<file path="src/rtl/window_extrema_tracker_if.sv">
// Sample-in / window-result-out bundle for window_extrema_tracker.
// Both sides use valid/ready: a transfer happens on a rising edge where valid && ready are both high.
interface window_extrema_tracker_if #(
  parameter int IDX_W = 3
);
  logic             in_valid;
  logic             in_ready;
  logic [3:0]       in_data;
  logic             flush;
  logic             out_valid;
  logic             out_ready;
  logic [3:0]       out_max;
  logic [3:0]       out_min;
  logic [IDX_W-1:0] out_max_idx;
  logic [IDX_W:0]   out_max_hits;
  logic [IDX_W:0]   out_count;

  modport master (
    output in_valid, in_data, flush, out_ready,
    input  in_ready, out_valid, out_max, out_min, out_max_idx, out_max_hits, out_count
  );

  modport slave (
    input  in_valid, in_data, flush, out_ready,
    output in_ready, out_valid, out_max, out_min, out_max_idx, out_max_hits, out_count
  );
endinterface

</file>
<file path="src/rtl/window_extrema_tracker.sv">
// Windowed max/min tracker: folds 4-bit samples into WIN-sample windows and
// presents max, min, first max index, max hit count and sample count per window.
module magnitude_comparator #(
  parameter int W = 4
) (
  input  logic [W-1:0] a,
  input  logic [W-1:0] b,
  output logic         a_gt_b,
  output logic         a_lt_b,
  output logic         a_eq_b
);
  assign a_gt_b = (a > b);
  assign a_lt_b = (a < b);
  assign a_eq_b = (a == b);
endmodule

module window_extrema_tracker #(
  parameter int WIN   = 8,
  parameter int IDX_W = 3
) (
  input  logic                     clk,
  input  logic                     rst,
  window_extrema_tracker_if.slave  bus,
  output logic                     dbg_state_o,
  output logic [2:0]               dbg_max_cmp_o,
  output logic [2:0]               dbg_min_cmp_o
);
  localparam int CW = IDX_W + 1;
  localparam logic [IDX_W:0] WIN_CNT = CW'(WIN);

  typedef enum logic {ST_ACC = 1'b0, ST_DONE = 1'b1} state_e;

  state_e           state_q;
  logic [IDX_W:0]   cnt_q,  cnt_d;
  logic [3:0]       max_q,  max_d;
  logic [3:0]       min_q,  min_d;
  logic [IDX_W-1:0] idx_q,  idx_d;
  logic [IDX_W:0]   hits_q, hits_d;

  logic [3:0]       res_max_q, res_min_q;
  logic [IDX_W-1:0] res_idx_q;
  logic [IDX_W:0]   res_hits_q, res_cnt_q;

  logic max_gt, max_lt, max_eq;
  logic min_gt, min_lt, min_eq;
  logic accept, close;

  magnitude_comparator #(.W(4)) u_cmp_max (
    .a(bus.in_data), .b(max_q), .a_gt_b(max_gt), .a_lt_b(max_lt), .a_eq_b(max_eq)
  );

  magnitude_comparator #(.W(4)) u_cmp_min (
    .a(bus.in_data), .b(min_q), .a_gt_b(min_gt), .a_lt_b(min_lt), .a_eq_b(min_eq)
  );

  assign bus.in_ready = (state_q == ST_ACC) && !rst;
  assign accept       = bus.in_valid && bus.in_ready;

  always_comb begin
    cnt_d  = cnt_q;
    max_d  = max_q;
    min_d  = min_q;
    idx_d  = idx_q;
    hits_d = hits_q;
    if (accept) begin
      cnt_d = cnt_q + 1'b1;
      // The first sample seeds the window; comparator flags against stale registers are ignored.
      if (cnt_q == '0) begin
        max_d  = bus.in_data;
        min_d  = bus.in_data;
        idx_d  = '0;
        hits_d = {{IDX_W{1'b0}}, 1'b1};
      end else begin
        if (max_gt) begin
          max_d  = bus.in_data;
          idx_d  = cnt_q[IDX_W-1:0];
          hits_d = {{IDX_W{1'b0}}, 1'b1};
        end else if (max_eq) begin
          hits_d = hits_q + 1'b1;
        end
        if (min_lt) begin
          min_d = bus.in_data;
        end
      end
    end
  end

  // A flush that arrives with a sample closes the window after that sample is folded in.
  assign close = (state_q == ST_ACC) &&
                 ((accept && (cnt_d == WIN_CNT)) || (bus.flush && (cnt_d != '0)));

  always_ff @(posedge clk) begin
    if (rst) begin
      state_q    <= ST_ACC;
      cnt_q      <= '0;
      max_q      <= '0;
      min_q      <= '0;
      idx_q      <= '0;
      hits_q     <= '0;
      res_max_q  <= '0;
      res_min_q  <= '0;
      res_idx_q  <= '0;
      res_hits_q <= '0;
      res_cnt_q  <= '0;
    end else begin
      case (state_q)
        ST_ACC: begin
          cnt_q  <= cnt_d;
          max_q  <= max_d;
          min_q  <= min_d;
          idx_q  <= idx_d;
          hits_q <= hits_d;
          if (close) begin
            state_q    <= ST_DONE;
            res_max_q  <= max_d;
            res_min_q  <= min_d;
            res_idx_q  <= idx_d;
            res_hits_q <= hits_d;
            res_cnt_q  <= cnt_d;
          end
        end
        ST_DONE: begin
          if (bus.out_ready) begin
            state_q <= ST_ACC;
            cnt_q   <= '0;
          end
        end
        default: state_q <= ST_ACC;
      endcase
    end
  end

  assign bus.out_valid    = (state_q == ST_DONE);
  assign bus.out_max      = res_max_q;
  assign bus.out_min      = res_min_q;
  assign bus.out_max_idx  = res_idx_q;
  assign bus.out_max_hits = res_hits_q;
  assign bus.out_count    = res_cnt_q;

  assign dbg_state_o   = state_q;
  assign dbg_max_cmp_o = {max_gt, max_eq, max_lt};
  assign dbg_min_cmp_o = {min_gt, min_eq, min_lt};
endmodule

</file>
<file path="src/flat_wrapper.sv">
// flat-port wrapper written by rule: the top's interface ports become plain ports
module window_extrema_tracker_flat 
#(
  parameter int WIN   = 8,
  parameter int IDX_W = 3
)
  (clk, rst, dbg_state_o, dbg_max_cmp_o, dbg_min_cmp_o, bus_in_valid, bus_in_data, bus_flush, bus_out_ready, bus_in_ready, bus_out_valid, bus_out_max, bus_out_min, bus_out_max_idx, bus_out_max_hits, bus_out_count);
  window_extrema_tracker_if #(.IDX_W(IDX_W)) bus_i ();
  input  logic clk;
  input  logic rst;
  output logic dbg_state_o;
  output logic [2:0] dbg_max_cmp_o;
  output logic [2:0] dbg_min_cmp_o;
  input wire logic [$bits(bus_i.in_valid)-1:0] bus_in_valid;
  input wire logic [$bits(bus_i.in_data)-1:0] bus_in_data;
  input wire logic [$bits(bus_i.flush)-1:0] bus_flush;
  input wire logic [$bits(bus_i.out_ready)-1:0] bus_out_ready;
  output wire logic [$bits(bus_i.in_ready)-1:0] bus_in_ready;
  output wire logic [$bits(bus_i.out_valid)-1:0] bus_out_valid;
  output wire logic [$bits(bus_i.out_max)-1:0] bus_out_max;
  output wire logic [$bits(bus_i.out_min)-1:0] bus_out_min;
  output wire logic [$bits(bus_i.out_max_idx)-1:0] bus_out_max_idx;
  output wire logic [$bits(bus_i.out_max_hits)-1:0] bus_out_max_hits;
  output wire logic [$bits(bus_i.out_count)-1:0] bus_out_count;
  assign bus_i.in_valid = bus_in_valid;
  assign bus_i.in_data = bus_in_data;
  assign bus_i.flush = bus_flush;
  assign bus_i.out_ready = bus_out_ready;
  assign bus_in_ready = bus_i.in_ready;
  assign bus_out_valid = bus_i.out_valid;
  assign bus_out_max = bus_i.out_max;
  assign bus_out_min = bus_i.out_min;
  assign bus_out_max_idx = bus_i.out_max_idx;
  assign bus_out_max_hits = bus_i.out_max_hits;
  assign bus_out_count = bus_i.out_count;
  window_extrema_tracker #(.WIN(WIN), .IDX_W(IDX_W)) u_core (.clk(clk), .rst(rst), .bus(bus_i), .dbg_state_o(dbg_state_o), .dbg_max_cmp_o(dbg_max_cmp_o), .dbg_min_cmp_o(dbg_min_cmp_o));
endmodule
</file>
<file path="config.mk">
export PLATFORM = sky130hd
export DESIGN_NAME = window_extrema_tracker_flat
export DESIGN_NICKNAME = d
export VERILOG_FILES = /design/src/rtl/window_extrema_tracker_if.sv /design/src/rtl/window_extrema_tracker.sv /design/src/flat_wrapper.sv
export SDC_FILE = /design/constraint.sdc
export NUM_CORES = 1
export LEC_CHECK = 0
export BUFFER_PORTS_ARGS = -buffer_cell sky130_fd_sc_hd__buf_4
export CAP_MARGIN = 20
export CORE_MARGIN = 2
export CORE_UTILIZATION = 41
export CTS_CLUSTER_SIZE = 8
export DETAILED_ROUTE_END_ITERATION = 8
export HOLD_SLACK_MARGIN = 0.02
export SETUP_SLACK_MARGIN = 0.02
export SLEW_MARGIN = 20
export SYNTH_ARGS = -nofsm -noshare
export SYNTH_HDL_FRONTEND = slang
export SYNTH_SLANG_ARGS = --single-unit
</file>
<file path="constraint.sdc">
create_clock -name clk -period 2.45 [get_ports clk]
set_input_delay 0.245 -clock clk [delete_from_list [all_inputs] [get_ports clk]]
set_output_delay 0.245 -clock clk [all_outputs]
set_load 0.005 [all_outputs]
</file>
==> summary.md <==
| Metric | Value |
|---|---|
| Crit path max-delay family | `compound AO/OA/AOI/OAI gates` |
| Required time worst endpoint | `~2.7 ns` |
| Share of layout cells above drive strength 1 | `a little under a third` |
| Antenna-violating nets left | `0` |
| Die Wd | `77.3 microns` |
| Sequential share of the synthesized area | `a little over a third` |
| Clock Sinks | `39` |
| DPL Wire Length | `between 3000 and 4000 microns` |
| Yosys reg bits | `39` |
| Synth warn | `0` |
| Chip Height | `77.3 microns` |
| Status | `finished, final reports clean` |
| DR top layer | `met4` |
| Post-synth cell types | `47` |
| Clock Path Buffers | `2` |
| Antenna diodes | `0` |
| Met3 routed WL | `approximately 200 microns` |
| Iteration-0 DRC Markers | `94` |
| H-tree Lvls | `2` |
| Post-synth EDFFs | `0` |
| Clock Latency Late Sink | `a little under 0.3 ns` |
| Critical path class | `reg2reg` |
| Post-route clock period utilization | `about nine tenths` |
| Syn-to-layout area delta | `17.5%` |
| Die outline area | `~0.006 sq mm` |
| Initial antenna violation count | `0` |
| Slowest stage cell, crit path | `dfxtp_1` |
| Commonest cells in the synthesized netlist | `dfxtp_1 (39), nor2_1 (26), inv_1 (14), nand2_1 (14)` |
| R2R setup slack | `0.20 ns` |
| Top FF cell, synth | `dfxtp_1` |
| Root buffer cell | `clkbuf_8` |
| Setup_tns | `0 ns` |
| First-pass DRT Iterations | `4` |
| CP startpoint | `u_core.cnt_q[0]$_SDFFE_PP0P_` |
| Power Dens Cells | `638 mW/mm^2` |
| CP max stage delay | `~0.49 ns` |
| Met2 wire len | `about 2200 microns` |
| Area share of the largest cell type after synthesis | `35.4%` |
| RR Startpoint | `u_core.cnt_q[0]$_SDFFE_PP0P_` |
| Vias | `1743` |
| Largest net degree at the start of global routing | `25` |
| Asr flop ratio synth | `0%` |
| Fmax | `~440 MHz` |
| Setup Skew | `between 0.006 and 0.007 ns` |
| Crit end category | `flip-flop` |
| Startpoint class of the critical path | `flip-flop` |
| GRT Resource Usage Total | `~17%` |
| Synthesized area per cell | `slightly above 9 sq um` |
| CTS resizes | `0` |
| Crit path cell chain | `inv_1, ha_1, nor2b_1, mux2i_4, o21ai_2, nand2_1, buf_4, a311oi_1` |
| Static leakage power | `roughly 1.1 nW` |
| CP bufs+invs | `2` |
| Fin. Hold Viols | `0` |
| Synth area leader | `dfxtp_1` |
| FP Rows | `26` |
| RSZ-0062 raised after global routing | `no` |
| Max rail drop VDD | `roughly 0.44 mV` |
| Detailed Route WL | `about 4800 microns` |
| Routed wire length per instance | `~14 microns` |
| Post-CTS setup buffer count | `0` |
| Worst setup margin | `between 0.15 and 0.2 ns` |
| Syn_nets | `around 260` |
| DP Worst Slack | `between 0.2 and 0.25 ns` |
| Hold bufs inserted after CTS | `0` |
| CTS Buf Count | `5` |
| Mapped Cells | `between 200 and 250` |
| GPL Wtd Cong | `0.874` |
| Hold_sp | `bus_out_ready` |
| Core ar. | `~0.0051 sq mm` |
| Global-route wire length before repair | `around 7900 microns` |
| I/O Buffers | `36` |
| Slew @ Worst Pin | `about 0.38 ns` |
| CTS tree | `done` |
| GRT Residual Overflow | `0` |
| Starting Density | `a little over two fifths` |
| Via/cell ratio | `a little over 5` |
| DRC Markers | `0` |
| Max-capacitance violation count | `0` |
| Ranking of synthesized cells by area | `dfxtp_1 (35%), ha_1 (6.2%), a211oi_2 (4.5%)` |
| Top-count cell post-synth | `dfxtp_1` |
| Crit path time final | `roughly 2.3 ns` |
| Clk pin slew, worst setup/hold paths | `0.08 ns` |
| Crit-path max FO | `13` |
| Slew HR | `approximately 74%` |
| Ports | `37` |
| Final Total Pwr | `approximately 1.7 mW` |
| Max-slew violation count | `0` |
| Mapped Area | `between 0.002 and 0.0025 sq mm` |
| Met1 wire length | `2330 microns` |
| Final Net Count | `about 290` |
| Vias in the first global route | `~1700` |
| Hold Path Class | `in2reg` |
| Setup-failing EPs final | `0` |
| CP arrival | `approximately 2.5 ns` |
## cell type report
class,instances,area (sq um)
multi-input cells,163,1200
inverters,14,52.6
clock inverters,2,35.0
clock buffers,6,82.6
fillers,554,2550
flip-flops and latches,39,781
well taps,70,87.6
repair buffers,45,350
## sequential cells by signal, indices dropped and copies added, names as in the netlist, 3 cells and up
register                 flops
u_core.hits_q                4
u_core.bus.out_max_hits      4
u_core.cnt_q                 4
u_core.bus.out_min           4
u_core.max_q                 4
u_core.bus.out_count         4
u_core.bus.out_max_idx       3
u_core.idx_q                 3
u_core.min_q                 4
u_core.bus.out_max           4
## worst min-delay path, stage by stage
cell	delay, ns
buf_4	0.09
o22a_1	0.11
nor2_1	0.03
## placed cells by master (no fill, tap or decap), drive strengths merged, types with 5 or more instances in the layout
cell and count:
o211ai 5, ha 11, a211oi 12, mux2i 6, o21ai 10, inv 14
nand3 9, nor2 26, buf 45, nor3 17, nand2 14, dfxtp 39
a311oi 6, a21oi 14, clkbuf 6
## layer usage
layer / track usage, % / vias to the layer above
met3: 3.53 / 4
met1: 22.7 / 807
li1: - / 896
met5: 0 / -
met2: 26.6 / 36
met4: 4.29 / 0
## stage by stage
stage / instances / util (%) / area, sq um / hold slack (ns)
after floorplan: 238 / - / 2200 / 0.417
after global placement: 331 / 48.1 / 2470 / 0.471
after detailed placement: 331 / 48.1 / 2470 / 0.471
after CTS: 339 / 50.4 / 2590 / 0.208
after global routing: 339 / 50.4 / 2590 / 0.205
final: 339 / 50.4 / 2590 / 0.217
## worst paths after layout
path / end / cells after the start
min reg2reg: u_core.bus.out_max_hits[3]$_SDFFE_PP0P_ / 2
min: u_core.cnt_q[3]$_SDFFE_PP0P_ / 3
max: u_core.bus.out_max_hits[0]$_SDFFE_PP0P_ / 8
max reg2reg: u_core.bus.out_max_hits[0]$_SDFFE_PP0P_ / 8
## power breakdown
group,switching [mW],internal [mW],total [mW]
Combinational,0.198,0.184,0.382
Clock,0.232,0.330,0.562
Sequential,0.0315,0.677,0.709
## kinds of logic after synthesis
logic type | after synthesis | share of synthesized area (%)
and+or+nand+nor | 80 | 19.4
AOI/OAI and AO/OA | 59 | 22.5
DFF | 39 | 35.4
buffers and inverters | 36 | 10.1
adders and majority gates | 11 | 6.25
muxes | 8 | 4.32
xor gates and xnor gates | 5 | 1.99
(Power assumes the default switching activity.)
